<file path="config.mk">
export PLATFORM = sky130hd
export DESIGN_NAME = stage0_feeder
export DESIGN_NICKNAME = d
export VERILOG_FILES = /design/src/rtl/stage0_feeder.sv
export SDC_FILE = /design/constraint.sdc
export NUM_CORES = 1
export LEC_CHECK = 0
export BUFFER_PORTS_ARGS = -buffer_cell sky130_fd_sc_hd__buf_2
export CORE_AREA = 8 8 113 115
export DETAILED_ROUTE_END_ITERATION = 7
export DIE_AREA = 0 0 121 123
export PLACE_DENSITY_LB_ADDON = 0.08
export REMOVE_ABC_BUFFERS = 1
export SLEW_MARGIN = 30
export SYNTH_ARGS = -nofsm -noshare
export SYNTH_HDL_FRONTEND = slang
export SYNTH_SLANG_ARGS = --single-unit
</file>
<file path="constraint.sdc">
create_clock -name clk1 -period 2.91 [get_ports clk1]
set_input_delay 0 -clock clk1 [delete_from_list [all_inputs] [get_ports clk1]]
set_output_delay 0 -clock clk1 [all_outputs]
set_load 0.03 [all_outputs]
</file>
<file path="src/rtl/stage0_feeder.sv">
`default_nettype none
// ============================================================================
// Module      : stage0_feeder
// Description : Input sequencer ahead of stage 1. Buffers host {key, data}
//               words in a small circular FIFO, then issues them one at a
//               time over stage 1's ld/start strobes, waiting for stg1_done
//               between words. A watchdog flags a stage 1 that never finishes.
// Revision    : 1.0 - initial release
// ============================================================================
module stage0_feeder #(
  parameter int DEPTH   = 4,
  parameter int DATA_W  = 16,
  parameter int KEY_W   = 5,
  parameter int TIMEOUT = 255
) (
  input  logic                     clk1,
  input  logic                     rst,
  input  logic                     in_valid,
  output logic                     in_ready,
  input  logic [DATA_W-1:0]        in_data,
  input  logic [KEY_W-1:0]         in_key,
  output logic [DATA_W-1:0]        data_out,
  output logic [KEY_W-1:0]         key_out,
  output logic                     ld,
  output logic                     start,
  input  logic                     stg1_done,
  output logic                     busy,
  output logic [$clog2(DEPTH):0]   count,
  output logic                     err
);

  localparam int c_ptr_w = $clog2(DEPTH);
  localparam int c_cnt_w = c_ptr_w + 1;
  localparam int c_ent_w = KEY_W + DATA_W;
  localparam int c_wd_w  = $clog2(TIMEOUT + 1);

  localparam logic [c_cnt_w-1:0] c_full    = c_cnt_w'(DEPTH);
  localparam logic [c_wd_w-1:0]  c_wd_last = c_wd_w'(TIMEOUT - 1);

  typedef enum logic [1:0] {
    S_IDLE  = 2'd0,
    S_LOAD  = 2'd1,
    S_START = 2'd2,
    S_WAIT  = 2'd3
  } state_t;

  state_t               r_state;
  state_t               w_next;

  logic [c_ent_w-1:0]   r_mem [DEPTH];
  logic [c_ptr_w-1:0]   r_wr_ptr;
  logic [c_ptr_w-1:0]   r_rd_ptr;
  logic [c_cnt_w-1:0]   r_count;

  logic [DATA_W-1:0]    r_data;
  logic [KEY_W-1:0]     r_key;
  logic                 r_ld;
  logic                 r_start;
  logic                 r_busy;
  logic                 r_err;
  logic [c_wd_w-1:0]    r_wd;

  logic                 w_push;
  logic                 w_pop;
  logic                 w_expire;

  // Ready depends only on reset and occupancy, so a full FIFO never accepts
  // a word even if the head is being popped on the same edge.
  assign in_ready = !rst && (r_count != c_full);
  assign w_push   = in_valid && in_ready;
  assign w_pop    = (r_state == S_IDLE) && (r_count != '0);
  assign w_expire = (r_state == S_WAIT) && !stg1_done && (r_wd == c_wd_last);

  assign data_out = r_data;
  assign key_out  = r_key;
  assign ld       = r_ld;
  assign start    = r_start;
  assign busy     = r_busy;
  assign count    = r_count;
  assign err      = r_err;

  // Storage array: written on accepted pushes only, contents need no reset.
  always_ff @(posedge clk1) begin
    if (w_push) begin
      r_mem[r_wr_ptr] <= {in_key, in_data};
    end
  end

  // Pointer and occupancy bookkeeping; pointers wrap naturally at DEPTH.
  always_ff @(posedge clk1) begin
    if (rst) begin
      r_wr_ptr <= '0;
      r_rd_ptr <= '0;
      r_count  <= '0;
    end else begin
      if (w_push) r_wr_ptr <= r_wr_ptr + 1'b1;
      if (w_pop)  r_rd_ptr <= r_rd_ptr + 1'b1;
      case ({w_push, w_pop})
        2'b10:   r_count <= r_count + 1'b1;
        2'b01:   r_count <= r_count - 1'b1;
        default: r_count <= r_count;
      endcase
    end
  end

  // Head word is captured on pop and held until the next pop.
  always_ff @(posedge clk1) begin
    if (rst) begin
      r_data <= '0;
      r_key  <= '0;
    end else if (w_pop) begin
      {r_key, r_data} <= r_mem[r_rd_ptr];
    end
  end

  // Next-state logic; done outranks watchdog expiry in WAIT.
  always_comb begin
    w_next = r_state;
    case (r_state)
      S_IDLE:  if (r_count != '0) w_next = S_LOAD;
      S_LOAD:  w_next = S_START;
      S_START: w_next = S_WAIT;
      S_WAIT: begin
        if (stg1_done)                w_next = S_IDLE;
        else if (r_wd == c_wd_last)   w_next = S_IDLE;
      end
      default: w_next = S_IDLE;
    endcase
  end

  // State register plus strobes registered from the next state, so ld/start
  // are high exactly while the FSM sits in LOAD/START.
  always_ff @(posedge clk1) begin
    if (rst) begin
      r_state <= S_IDLE;
      r_ld    <= 1'b0;
      r_start <= 1'b0;
      r_busy  <= 1'b0;
    end else begin
      r_state <= w_next;
      r_ld    <= (w_next == S_LOAD);
      r_start <= (w_next == S_START);
      r_busy  <= (w_next != S_IDLE);
    end
  end

  // Watchdog counter: cleared while issuing start, counts WAIT cycles.
  always_ff @(posedge clk1) begin
    if (rst) begin
      r_wd <= '0;
    end else if (r_state == S_START) begin
      r_wd <= '0;
    end else if ((r_state == S_WAIT) && !stg1_done && (r_wd != c_wd_last)) begin
      r_wd <= r_wd + 1'b1;
    end
  end

  // Sticky error flag, cleared only by reset.
  always_ff @(posedge clk1) begin
    if (rst) begin
      r_err <= 1'b0;
    end else if (w_expire) begin
      r_err <= 1'b1;
    end
  end

endmodule
`default_nettype wire

</file>
* Word level (Yosys, flattened, before mapping)
Memory sizes are Yosys's and may differ from the RTL's. A register that Yosys moved wholly into a read port is not among the register bits.
Cells that the tools add are included.
** Cells by class
- Multiplexer cells :: 7
- Reduce and logical (&&, ||, !) cells :: 13
- Equal/unequal tests :: 10
- Add/subtract/negate cells :: 5
** Operators by type and width (number)
- $add A8 B1 Y8 const B :: 1
- $eq A2 B2 Y1 const B :: 4
- $eq A8 B8 Y1 const B :: 1
- $ne A8 B8 Y1 const B :: 1
- $pmux W2 S4 :: 1
- $eq A2 B1 Y1 const B :: 3
- $logic_and A1 B1 Y1 :: 6
- $mux W2 :: 3
- $pmux W3 S2 :: 1
- $add A2 B1 Y2 const B :: 2
- $reduce_bool A2 Y1 :: 2
- $add A3 B1 Y3 const B :: 1
- $ne A3 B3 Y1 const B :: 1
- $reduce_bool A3 Y1 :: 1
- $sub A3 B1 Y3 const B :: 1
- $logic_not A1 Y1 :: 2
- $logic_not A2 Y1 :: 1
- $mux W1 :: 2
- $reduce_or A2 Y1 :: 1
** Storage, ports and cells
- Flip-flop bits (word level) :: 21
- Output and inout port bits :: 29
- RAM bits :: 84
- Input bits :: 25
- Logic and storage cells :: 45
- Memories kept :: 1
** Memory list
- r_mem :: words 4, bits a word 21, read ports 1, clocked after memory_dff 1, write ports 1, line 50 : logic [c_ent_w-1:0] r_mem [DEPTH];

* Depth between registers and ports, before layout
- Depth in word-level cells :: 5
- Mapped depth :: 9
- Depth with buffers taken out :: 9

* Least setup slack after synthesis
No wires, ideal clock.
- Kind :: reg2reg
- From :: register r_count[2] (netlist: count[2])
- To :: register r_count[2] (netlist: count[2])
- Data required time :: 2839 ps
- Buffers on the path :: 0
- Clock period less this slack :: 2262 ps
- Path slack :: 648 ps
- Cell stages (with the launch flop) :: 10
- Setup time :: 71 ps
- Arrival :: 2192 ps
- Path through :: dfxtp_1 nor3b_1 nor3b_2 inv_1 ha_1 inv_1 fa_1 xor2_1 or3_1 a21oi_1
** Between the ends
- Word-level cells in the longest chain between the ends :: 5
- Elaborated cells between the ends (all ways) :: 11
- Those cells by class :: 2 x add/sub; 3 x eq/ne; 1 x mux; 5 x reduce/logical
** RTL lines
- start, declared :: line 53 : logic [c_cnt_w-1:0] r_count;
- start signal, assigned :: line 99 : 2'b10: r_count <= r_count + 1'b1;
- start signal, assigned :: line 100 : 2'b01: r_count <= r_count - 1'b1;
- start signal, assigned :: line 101 : default: r_count <= r_count;
- $ne A3 B3 Y1 :: line 69 : assign in_ready = !rst && (r_count != c_full);
- $logic_and A1 B1 Y1 :: line 69
- $logic_and A1 B1 Y1 :: line 70 : assign w_push = in_valid && in_ready;
- $eq A2 B1 Y1 / $eq A2 B2 Y1 (equally long branches) :: line 98 : case ({w_push, w_pop})
- $pmux W3 S2 / $reduce_bool A2 Y1 (equally long branches)
Several ways; a longest one is shown, not always the timed one.
A chain may end at the register's enable or synchronous reset.

* Worst setup path in the final report
Ends and elaborated chain as after synthesis.

==> impl_metrics.tcl <==
set metrics [dict create \
    outcome "finished clean" \
    rsz0062_at_grt "no" \
    r2r_cells 9 \
    drive_gt1_frac 0.309 \
    cts.clk_slew.worst_paths_ns 0.05 \
    slew_violations 0 \
    path_class "reg -> reg" \
    path_buf_inv 2 \
    ff_latch_area_mm2 0.00336 \
    drt_iter0_markers 211 \
    pin_count 54 \
    cap_violations 0 \
    holdBufCountCts 24 \
    grt_pass1_vias 2863 \
    cts_buffers 17 \
    worstPathArrival_ns 2.56 \
    pre_cts_slack_ns 0.705 \
    hold_viol 0 \
    synth_edf_count 84 \
    syn_avg_cell_area_um2 16.8 \
    hold_depth 3 \
    syn-cell-area_mm2 0.00483 \
    async_reset_ff_frac 0 \
    hp-class "in -> reg" \
    final_nets 411 \
    ctsResizeCount 0 \
    tritoncts "built" \
    rr_endpoint "count[2]" \
    area_growth_pct 26.9 \
    yosysSeqAreaShare 0.697 \
    cts_sinks 126 \
    min-delay-start "in_valid" \
    fmax_ghz 0.450 \
    vias_per_cell 5.19 \
    fill_cells 885 \
    yosysUniqueCellTypes 46 \
    fin_tns_setup_ns 0 \
    gp_congestion 0.732 \
    finalSetupViolations 0 \
    grt-ovfl-total 0 \
    die_w_um 121 \
    worst_slack_ns 0.689 \
    clock_latency_ns 0.41 \
    drc 0 \
    die_y_um 123 \
    worstMarginPinSlew_ns 0.717 \
    antenna_left 0 \
    ys_warn_count 0 \
    rows 39 \
    leakagePower_nw 2.24 \
    crit_chain "nor3b_1, nor3b_2, inv_1, ha_1, inv_1, fa_1, xor2_1, or3_1, a21oi_1" \
    antenna_found_initial 0 \
    yosys_register_bits 126 \
    endpoint_kind "flop" \
    wirelength_um 9440 \
    critPathTopFamily "simple AND/OR/NAND/NOR gates" \
    antenna_cells 0 \
    worstPathMaxFanout 7 \
    cp.required_ns 3.25 \
    cellPowerDensity_mw_per_mm2 975 \
    period_share 0.763 \
    syn_inst 287 \
    cpMaxStageDelayCell "dfxtp_1" \
    vias 2772 \
    dr.pass1.iters 4 \
    total_power_mw 5.98 \
    coreArea_mm2 0.0111 \
    wire_per_inst_um 17.7 \
    initial_core_util 0.436 \
    multi_input_comb_area_mm2 0.00132 \
    path_common_cell "inv_1" \
    timing.rr.start "count[2]" \
    finClkSkew_ns 0.00643 \
    max_slew_margin 0.517 \
    post_cts.repair.setup_buffers 0 \
    peakVddDrop_mv 0.537 \
    fin_crit_ns 2.22 \
    critPathLaunchType "flop" \
    grt_max_degree 23 \
    slowest_delay_ns 0.40 \
    worstHoldEndpoint "r_wr_ptr[0]" \
    ys.flop_type "edfxtp_1" \
    grt_pass1_wl_um 15200 \
    r2r_slack_ns 0.69 \
    htree_levels 4 \
    cts_max_path_buffers 2 \
    cts_root_buffer "clkbuf_16" \
    place_hpwl_um 6030 \
    io_buffers 53 \
    track_usage 0.137 \
    dieArea_mm2 0.0149 \
]
[stage by stage]
| step | instances | hold WS, ns | instance area, um2 | utilization |
|---|---|---|---|---|
| floorplan | 271 | 0.0691 | 4730 | - |
| global placement | 478 | 0.217 | 5290 | 0.477 |
| detailed placement | 478 | 0.219 | 5290 | 0.477 |
| CTS | 534 | 0.0520 | 6130 | 0.553 |
| global route | 534 | 0.0662 | 6130 | 0.553 |
| finish | 534 | 0.0691 | 6130 | 0.553 |
[layer usage]
layer	vias up	global-route usage	wire length, um
met5	-	0	0
met4	0	0.0656	150
met1	1368	0.172	4330
met2	60	0.211	4570
met3	13	0.0434	394
li1	1331	-	-
[worst min-delay path: stages]
cell and delay [ns]:
buf_2 0.10, nor3b_2 0.19, mux2i_1 0.13
[cell usage after synthesis (2+ instances only)]
cell | n | area share
nor2_1 | 8 | 0.0062
and3_1 | 2 | 0.0026
buf_2 | 2 | 0.0021
o21ai_0 | 5 | 0.0052
inv_1 | 13 | 0.010
a22o_1 | 21 | 0.038
a31oi_1 | 4 | 0.0052
mux4_2 | 21 | 0.098
a211o_1 | 3 | 0.0054
buf_6 | 3 | 0.0070
nor3_1 | 5 | 0.0052
nand2_1 | 3 | 0.0023
edfxtp_1 | 84 | 0.52
buf_4 | 3 | 0.0047
a311oi_1 | 3 | 0.0054
a21oi_1 | 6 | 0.0062
dfxtp_1 | 42 | 0.17
o211ai_1 | 4 | 0.0062
clkbuf_1 | 7 | 0.0054
nand3_1 | 4 | 0.0041
and2_1 | 4 | 0.0052
xor2_1 | 2 | 0.0036
mux2i_1 | 4 | 0.0083
nand3b_1 | 2 | 0.0031
a211oi_1 | 5 | 0.0078
ha_1 | 7 | 0.018
[worst max path at each step]
stage	from	slack [ns]	endpoint	cells past startpoint
global route	count[2]	0.44	count[2]	9
floorplan	count[2]	0.65	count[2]	9
global placement	count[2]	0.72	count[2]	9
CTS	count[2]	0.68	count[2]	9
detailed placement	count[2]	0.71	count[2]	9
finish	count[2]	0.69	count[2]	9
[state kept, by name (all words and copies together) (netlist names)]
register and flops:
busy 1, count 3, data_out 16, err 1, key_out 5, ld 1
r_mem 84, r_rd_ptr 2, r_state 2, r_wd 8, r_wr_ptr 2, start 1
[cell families after synthesis]
logic type,share of synthesized area
adders and majority gates,0.0223
buffers and inverters,0.0301
and+or+nand+nor,0.0469
AOI/OAI and AO/OA,0.0920
muxes,0.109
DFF,0.697
xor gates and xnor gates,0.00363
[area by class of cell]
class,count,share of cell area
inverters,13,0.00796
clock inverters,10,0.0225
well taps,143,0.0292
multi-input cells,132,0.215
repair buffers,88,0.100
clock buffers,22,0.0758
flip-flops and latches,126,0.549
[where the power goes]
| group | switching (mW) | internal [mW] | leakage [nW] |
|---|---|---|---|
| clock network | 0.724 | 1.39 | 0.290 |
| logic | 0.857 | 0.616 | 0.842 |
| registers | 0.201 | 2.19 | 1.11 |
| total | 1.78 | 4.19 | 2.24 |
[placed cells by master (no fill, tap or decap), types with 5 or more instances in the layout]
cell,instances
a21oi_1,6
dlygate4sd3_1,24
nor2_1,8
a211oi_1,5
ha_1,7
clkbuf_16,17
buf_4,9
edfxtp_1,84
mux4_2,21
buf_2,53
o21ai_0,5
nor3_1,5
inv_1,13
dfxtp_1,41
a22o_1,21
Note: power is estimated with default switching activity, not from simulation.
